### src/rtl/decode_stage.sv
// RV32I/RV64I decode stage: combinational field decode and regfile read enables,
// registered operands/immediate/control toward EX, load-use stall, flush and perf counters.
module decode_stage #(
  parameter int XLEN          = 32,
  parameter int PC_WIDTH      = 32,
  parameter int REG_IDX_WIDTH = 5,
  parameter int CNT_WIDTH     = 32
) (
  input  logic                     clk,
  input  logic                     rst,
  input  logic                     flush_i,
  input  logic                     if_valid_i,
  output logic                     if_ready_o,
  input  logic [PC_WIDTH-1:0]      pc_i,
  input  logic [31:0]              instr_i,
  output logic [REG_IDX_WIDTH-1:0] rs1_idx_o,
  output logic [REG_IDX_WIDTH-1:0] rs2_idx_o,
  output logic                     rs1_en_o,
  output logic                     rs2_en_o,
  input  logic [XLEN-1:0]          rs1_rdata_i,
  input  logic [XLEN-1:0]          rs2_rdata_i,
  output logic                     dec_valid_o,
  input  logic                     dec_ready_i,
  output logic [PC_WIDTH-1:0]      dec_pc_o,
  output logic [31:0]              dec_instr_o,
  output logic [XLEN-1:0]          dec_rs1_rdata_o,
  output logic [XLEN-1:0]          dec_rs2_rdata_o,
  output logic [XLEN-1:0]          dec_imm_o,
  output logic [REG_IDX_WIDTH-1:0] dec_rd_idx_o,
  output logic                     dec_rd_en_o,
  output logic                     dec_illegal_o,
  output logic [CNT_WIDTH-1:0]     instr_cnt_o,
  output logic [CNT_WIDTH-1:0]     stall_cnt_o
);

  localparam logic [6:0] OPC_LOAD     = 7'b0000011;
  localparam logic [6:0] OPC_MISC_MEM = 7'b0001111;
  localparam logic [6:0] OPC_OP_IMM   = 7'b0010011;
  localparam logic [6:0] OPC_AUIPC    = 7'b0010111;
  localparam logic [6:0] OPC_STORE    = 7'b0100011;
  localparam logic [6:0] OPC_OP       = 7'b0110011;
  localparam logic [6:0] OPC_LUI      = 7'b0110111;
  localparam logic [6:0] OPC_BRANCH   = 7'b1100011;
  localparam logic [6:0] OPC_JALR     = 7'b1100111;
  localparam logic [6:0] OPC_JAL      = 7'b1101111;
  localparam logic [6:0] OPC_SYSTEM   = 7'b1110011;

  function automatic logic signed [XLEN-1:0] sext_xlen(input logic signed [31:0] v);
    return XLEN'(v);
  endfunction

  function automatic logic signed [XLEN-1:0] zext_zimm(input logic [4:0] z);
    return XLEN'(z);
  endfunction

  logic [6:0] opcode;
  logic [2:0] fun3;
  assign opcode = instr_i[6:0];
  assign fun3   = instr_i[14:12];

  logic signed [31:0] imm_i32, imm_s32, imm_b32, imm_j32, imm_u32;
  assign imm_i32 = {{20{instr_i[31]}}, instr_i[31:20]};
  assign imm_s32 = {{20{instr_i[31]}}, instr_i[31:25], instr_i[11:7]};
  assign imm_b32 = {{19{instr_i[31]}}, instr_i[31], instr_i[7], instr_i[30:25], instr_i[11:8], 1'b0};
  assign imm_j32 = {{11{instr_i[31]}}, instr_i[31], instr_i[19:12], instr_i[20], instr_i[30:21], 1'b0};
  assign imm_u32 = {instr_i[31:12], 12'b0};

  logic                   rs1_en, rs2_en, rd_en_d, illegal_d, load_d;
  logic signed [XLEN-1:0] imm_d;

  always_comb begin
    rs1_en    = 1'b0;
    rs2_en    = 1'b0;
    rd_en_d   = 1'b0;
    illegal_d = 1'b0;
    imm_d     = '0;
    case (opcode)
      OPC_OP_IMM, OPC_LOAD, OPC_JALR: begin
        rs1_en  = 1'b1;
        rd_en_d = 1'b1;
        imm_d   = sext_xlen(imm_i32);
      end
      OPC_OP: begin
        rs1_en  = 1'b1;
        rs2_en  = 1'b1;
        rd_en_d = 1'b1;
      end
      OPC_STORE: begin
        rs1_en = 1'b1;
        rs2_en = 1'b1;
        imm_d  = sext_xlen(imm_s32);
      end
      OPC_BRANCH: begin
        rs1_en = 1'b1;
        rs2_en = 1'b1;
        imm_d  = sext_xlen(imm_b32);
      end
      OPC_JAL: begin
        rd_en_d = 1'b1;
        imm_d   = sext_xlen(imm_j32);
      end
      OPC_LUI, OPC_AUIPC: begin
        rd_en_d = 1'b1;
        imm_d   = sext_xlen(imm_u32);
      end
      OPC_MISC_MEM: ;
      OPC_SYSTEM: begin
        // fun3=000 is ECALL/EBREAK/xRET; 100 is unassigned; others are CSR ops
        if (fun3 == 3'b100) begin
          illegal_d = 1'b1;
        end else if (fun3 != 3'b000) begin
          rd_en_d = 1'b1;
          if (fun3[2]) imm_d = zext_zimm(instr_i[19:15]);
          else         rs1_en = 1'b1;
        end
      end
      default: illegal_d = 1'b1;
    endcase
    if (instr_i[1:0] != 2'b11) illegal_d = 1'b1;
    if (illegal_d) begin
      rs1_en  = 1'b0;
      rs2_en  = 1'b0;
      rd_en_d = 1'b0;
      imm_d   = '0;
    end
  end

  assign load_d    = (opcode == OPC_LOAD) && !illegal_d;
  assign rs1_idx_o = REG_IDX_WIDTH'(instr_i[19:15]);
  assign rs2_idx_o = REG_IDX_WIDTH'(instr_i[24:20]);
  assign rs1_en_o  = rs1_en;
  assign rs2_en_o  = rs2_en;

  logic                     dec_valid_q, load_q, rd_en_q, illegal_q;
  logic [PC_WIDTH-1:0]      pc_q;
  logic [31:0]              instr_q;
  logic [XLEN-1:0]          rs1_q, rs2_q;
  logic signed [XLEN-1:0]   imm_q;
  logic [REG_IDX_WIDTH-1:0] rd_q;
  logic [CNT_WIDTH-1:0]     instr_cnt_q, stall_cnt_q;
  logic [CNT_WIDTH-1:0]     instr_cnt_d, stall_cnt_d;
  logic                     valid_d, hazard, accept;

  // Held load whose rd feeds an enabled source of the incoming instruction
  assign hazard = dec_valid_q && load_q && (rd_q != '0) &&
                  ((rs1_en && (rs1_idx_o == rd_q)) || (rs2_en && (rs2_idx_o == rd_q)));
  assign if_ready_o = (!dec_valid_q || dec_ready_i) && !hazard;
  assign accept     = if_valid_i && if_ready_o && !flush_i;

  always_comb begin
    valid_d = dec_valid_q;
    if (flush_i)          valid_d = 1'b0;
    else if (accept)      valid_d = 1'b1;
    else if (dec_ready_i) valid_d = 1'b0;
    instr_cnt_d = instr_cnt_q + CNT_WIDTH'(dec_valid_q && dec_ready_i);
    stall_cnt_d = stall_cnt_q + CNT_WIDTH'(if_valid_i && hazard && !flush_i);
  end

  always_ff @(posedge clk) begin
    if (rst) begin
      dec_valid_q <= 1'b0;
      load_q      <= 1'b0;
      pc_q        <= '0;
      instr_q     <= '0;
      rs1_q       <= '0;
      rs2_q       <= '0;
      imm_q       <= '0;
      rd_q        <= '0;
      rd_en_q     <= 1'b0;
      illegal_q   <= 1'b0;
      instr_cnt_q <= '0;
      stall_cnt_q <= '0;
    end else begin
      dec_valid_q <= valid_d;
      instr_cnt_q <= instr_cnt_d;
      stall_cnt_q <= stall_cnt_d;
      if (accept) begin
        load_q    <= load_d;
        pc_q      <= pc_i;
        instr_q   <= instr_i;
        rs1_q     <= rs1_rdata_i;
        rs2_q     <= rs2_rdata_i;
        imm_q     <= imm_d;
        rd_q      <= REG_IDX_WIDTH'(instr_i[11:7]);
        rd_en_q   <= rd_en_d;
        illegal_q <= illegal_d;
      end
    end
  end

  assign dec_valid_o     = dec_valid_q;
  assign dec_pc_o        = pc_q;
  assign dec_instr_o     = instr_q;
  assign dec_rs1_rdata_o = rs1_q;
  assign dec_rs2_rdata_o = rs2_q;
  assign dec_imm_o       = imm_q;
  assign dec_rd_idx_o    = rd_q;
  assign dec_rd_en_o     = rd_en_q;
  assign dec_illegal_o   = illegal_q;
  assign instr_cnt_o     = instr_cnt_q;
  assign stall_cnt_o     = stall_cnt_q;

endmodule

### config.mk
export PLATFORM = sky130hd
export DESIGN_NAME = decode_stage
export DESIGN_NICKNAME = d
export VERILOG_FILES = /design/src/rtl/decode_stage.sv
export SDC_FILE = /design/constraint.sdc
export NUM_CORES = 1
export LEC_CHECK = 0
export BUFFER_PORTS_ARGS = -buffer_cell sky130_fd_sc_hd__buf_2
export CAP_MARGIN = 20
export CORE_UTILIZATION = 30
export DETAILED_ROUTE_END_ITERATION = 6
export PLACE_DENSITY = 0.58
export SYNTH_ARGS = -nofsm -noshare
export SYNTH_HDL_FRONTEND = slang
export SYNTH_SLANG_ARGS = --single-unit
### constraint.sdc
create_clock -name clk -period 9.9 [get_ports clk]
set_input_delay 1.98 -clock clk [delete_from_list [all_inputs] [get_ports clk]]
set_output_delay 1.98 -clock clk [all_outputs]
set_load 0.02 [all_outputs]
; ---- After elaboration in Yosys (flattened, before gate mapping)
; Cells that the tools add are included.
[classes]
add_sub_neg = 2
eq_ne = 15
n_reduce_logical = 28
mux = 21
[ops]
columns = cell, count
row1 = one-hot mux 32 bit (6 select lines), 1
row2 = adder 32 x 1 -> 32 bit, 2
row3 = 2-to-1 mux 32 bit, 1
row4 = equality test 7 bit (second input constant), 4
row5 = equality test 7 x 6 -> 1 bit (second input constant), 3
row6 = 2-to-1 mux 5 bit, 3
row7 = equality test 7 x 5 -> 1 bit (second input constant), 2
row8 = 2-to-1 mux 1 bit, 13
row9 = logical AND 1 bit, 12
row10 = equality test 5 bit, 2
row11 = OR reduction 10 bit, 1
row12 = equality test 7 x 2 -> 1 bit (second input constant), 1
row13 = equality test 7 x 4 -> 1 bit (second input constant), 1
row14 = OR reduction 7 bit, 1
row15 = one-hot mux 1 bit (2 select lines), 3
row16 = OR reduction 3 bit, 2
row17 = OR reduction 6 bit, 1
row18 = nonzero test 5 bit, 1
row19 = zero test 1 bit, 4
row20 = OR reduction 2 bit, 2
row21 = equality test 3 bit (second input constant), 1
row22 = nonzero test 3 bit, 1
row23 = logical OR 1 bit, 2
row24 = != test 2 bit (second input constant), 1
row25 = nonzero test 2 bit, 1
[word_totals]
output_inout_bits = 245
regBits = 233
inputBits = 133

; ---- Longest topological paths before layout
[logic_depth]
word_depth = 13
ltp_mapped = 13
mapped_depth_nobuf = 10

; ---- Least setup slack after synthesis
; OpenSTA, ideal clock, no wires.
[synth_path]
kind = input to output
startpoint = in instr_i[3]
endpoint = out if_ready_o
cell_stages = 7
setup_slack_ns = 4.383
arrival_time_ns = 3.537
required_time_ns = 7.920
path_cell_list = and4bb_2 > and4bb_1 > and3_1 > buf_2 > buf_2 > buf_2 > nor3_1
[synth_via]
elab_chain_cells = 10
[synth_lines]
columns = item, line_no
row1 = from (decl), 15  ; input logic [31:0] instr_i,
row2 = "equality test 7 x 2 -> 1 bit, or another cell as far along", 77  ; case (opcode)
row3 = OR reduction 10 bit (no source line), -
row4 = one-hot mux 1 bit (2 select lines), 77
row5 = 2-to-1 mux 1 bit, 119  ; if (instr_i[1:0] != 2'b11) illegal_d = 1'b1;
row6 = 2-to-1 mux 1 bit, 120  ; if (illegal_d) begin
row7 = logical AND 1 bit, 146  ; ((rs1_en && (rs1_idx_o == rd_q)) || (rs2_en && (rs2_idx_o == rd_q)));
row8 = logical OR 1 bit (*), 146
row9 = logical AND 1 bit (*), 145  ; assign hazard = dec_valid_q && load_q && (rd_q != '0) &&
row10 = zero test 1 bit (*), 147  ; assign if_ready_o = (!dec_valid_q || dec_ready_i) && !hazard;
row11 = logical AND 1 bit (*), 147
row12 = to (decl), 13  ; output logic if_ready_o,
; Every way passes the cells marked *; elsewhere a longest branch is shown, timed or not.

; ---- Worst setup path in the final report
; Ends and elaborated chain as after synthesis.

==> flow_summary_export.csv <==
group,metric,value,unit
routing,route.vias.total,11000,
clock_tree,clkSinkCount,228,
routing,ant_nets,0,
yosys,synth_top_cell_by_area,"dfxtp_1",
die,core_area,34500,um^2
finish,finalNonFillerCells,1961,
min_path,hold_end,"dec_imm_o[31]$_SDFFE_PP0P_",
routing,routedWlPerCell,19.7,um
routing,avgViaCountPerCell,5.59,
routing,routed_wirelength,38700,um
power,p_per_area,168,nW/um^2
global_routing,antenna_found_initial,1,
finish,diodes,0,
global_routing,grt_max_degree,96,
global_routing,track_usage,0.206,
clock_tree,cts_made_buffers,28,
worst_setup_path,worst_path_largest_cell_delay,0.76,ns
worst_setup_path,crit_fanout,65,
min_path,whs_path_depth,2,
clock_tree,clk_pin_slew,0.06,ns
yosys,syn_area,10500,um^2
worst_setup_path,crit_chain,"buf_2, and4bb_2, and4bb_1, and3_4, nor3_1, buf_2",
global_routing,grt_pass1_vias,10000,
clock_tree,holdBufCountCts,0,
routing,drtIter0Drc,881,
power,power,2.24,mW
placed_design,portBuffers,377,
sta,worstMarginPinSlew,1.14,ns
yosys,synth_nets,1355,
clock_tree,clockRootBuffer,"clkbuf_16",
yosys,synthFlopType,"dfxtp_1",
worst_setup_path,regToRegSetupSlack,5.72,ns
flow_run,max_cap_violations,0,
routing,drc,0,
worst_setup_path,critPathCaptureType,"output pin",
power,p_leak,5.50,nW
clock_tree,cts_tree,"done",
yosys,synth_cell_types,53,
clock_tree,cts_max_path_buffers,3,
yosys,synth-seq-cells,228,
die,rows,68,
finish,drive_gt1_frac,0.311,
finish,utilization,0.386,
sta,tns,0,ns
worst_setup_path,critPathArrivalTime,4.09,ns
worst_setup_path,cpMostUsedCell,"buf_2",
placed_design,routabilityCongestion,0.879,
worst_setup_path,crit_family,"simple AND/OR/NAND/NOR gates",
yosys,synth_edf_count,0,
worst_setup_path,reg2reg_depth,11,
yosys,postSynthAreaPerCell,8.59,um^2
die,die_x,189,um
sta,max_freq,165,MHz
routing,drt_pre_antenna_iters,5,
clock_tree,cts-htree-levels,1,
placed_design,dpl.hpwl,25400,um
clock_tree,postCtsSetupBuffers,0,
run_status,outcome,"complete, no violations",
sta,whs,0.462,ns
worst_setup_path,critical_path_class,"input port to output pin",
min_path,hp-start,"dec_imm_o[31]$_SDFFE_PP0P_",
sta,slew_headroom,0.243,
yosys,async_reset_ff_frac,0,
global_routing,overflow,0,
sta,timing_hold_violations_final,0,
yosys,synth_top_cell_area_share,0.436,
finish,nets,1622,
finish,synthToLayoutAreaGrowth,27.0,%
sta,fin_crit,6.07,ns
worst_setup_path,critPathBufInv,2,
sta,finalMaxSlewViolations,0,
worst_setup_path,regToRegEndpoint,"stall_cnt_o[31]$_SDFF_PP0_",
die,ios,378,
sta,finalSetupViolations,0,
placed_design,place_inst,1910,
min_path,hold_class,"flop to flop",
die,dieArea,35600,um^2
yosys,synth_area_leaders,"dfxtp_1 44%, o31ai_1 8.9%, nand4_1 8.5%",
power,vdd_drop_max,0.108,mV
clock_tree,worst_skew_pair.late_latency,0.54,ns
sta,rsz0062_at_grt,"no",
yosys,ys_warn_count,0,
worst_setup_path,r2r-start,"dec_instr_o[11]$_SDFFE_PP0P_",
worst_setup_path,cp.required,7.92,ns
worst_setup_path,cp_slowest_cell,"and3_4",
die,die_h,189,um
global_routing,grt_pass1_wl,59600,um
sta,post-route-period-util,0.614,
yosys,ys_seq_area_frac,0.436,
worst_setup_path,startpoint_type,"input port",
sta,finClkSkew,0.0151,ns
yosys,synthCells,1218,
clock_tree,cts_resized,0,
yosys,synth_common_cells,"228 x dfxtp_1, 142 x a21oi_1, 142 x nand4_1",
die,start_util,0.304,
yosys,yosys.cell_count.top_type,"dfxtp_1",
## area by class of cell
| type | count | area (um^2) |
|---|---|---|
| flip-flops and latches | 228 | 4560 |
| inverters | 24 | 90.1 |
| clock buffers | 40 | 827 |
| multi-input cells | 815 | 5150 |
| well taps | 455 | 569 |
| clock inverters | 11 | 115 |
| fillers | 3593 | 21200 |
| repair buffers | 388 | 1980 |
## sequential cells by signal (all words and copies together) (netlist names), 32 cells and up
name and count:
stall_cnt_o 32, dec_pc_o 32, dec_rs1_rdata_o 32, dec_rs2_rdata_o 32, instr_cnt_o 32, dec_instr_o 32
dec_imm_o 32
## worst max path at each step
stage	startpoint	end	slack [ns]	cells after the start
detailed placement	instr_i[3]	if_ready_o	3.83	6
global route	instr_i[3]	if_ready_o	3.71	6
floorplan	instr_i[3]	if_ready_o	4.38	7
global placement	instr_i[3]	if_ready_o	3.86	6
CTS	instr_i[3]	if_ready_o	3.84	6
finish	instr_i[3]	if_ready_o	3.83	6
## power by group
group,internal (mW),switching (mW)
Clock,0.631,0.408
Combinational,0.0801,0.153
Sequential,0.949,0.0182
Total,1.66,0.579
## per-stage QoR
stage | setup slack, ns | area [um^2]
global route | 3.71 | 13300
CTS | 3.84 | 13300
detailed placement | 3.83 | 12300
floorplan | 4.38 | 10500
finish | 3.83 | 13300
global placement | 3.86 | 12300
## worst min-delay path: stages (launching register included)
cell and delay [ns]:
dfxtp_1 0.31, nand2_1 0.05, mux2i_1 0.06
## routing by layer
layer	vias up	share of wire	global-route usage
met2	487	0.45	0.317
met5	-	0	0
met1	5285	0.43	0.279
li1	5114	-	-
met3	82	0.086	0.0488
met4	0	0.035	0.0782
## cell families after synthesis
kind of cell,Yosys count,share of synthesized area
compound gates,353,0.216
fa+ha+maj,4,0.00478
mux,9,0.00944
xor+xnor,56,0.0469
flops,228,0.436
simple gates,393,0.211
buf+inv,175,0.0753
## placed cells by master (no fill, tap or decap), types with 12 or more instances in the layout
cell       instances
dfxtp_1          228
nor3_1            25
nor2_1            54
a21oi_1          142
inv_1             24
xor2_1            17
o21ai_0           14
clkbuf_16         29
nor2b_1           15
nand2_1           54
nand4_1          142
buf_2            376
a31oi_1           25
nand3_1           20
nor4_1            22
xnor2_1           39
o31ai_1          124
or3_1             12
No activity file was read; power rests on OpenSTA's default activity.
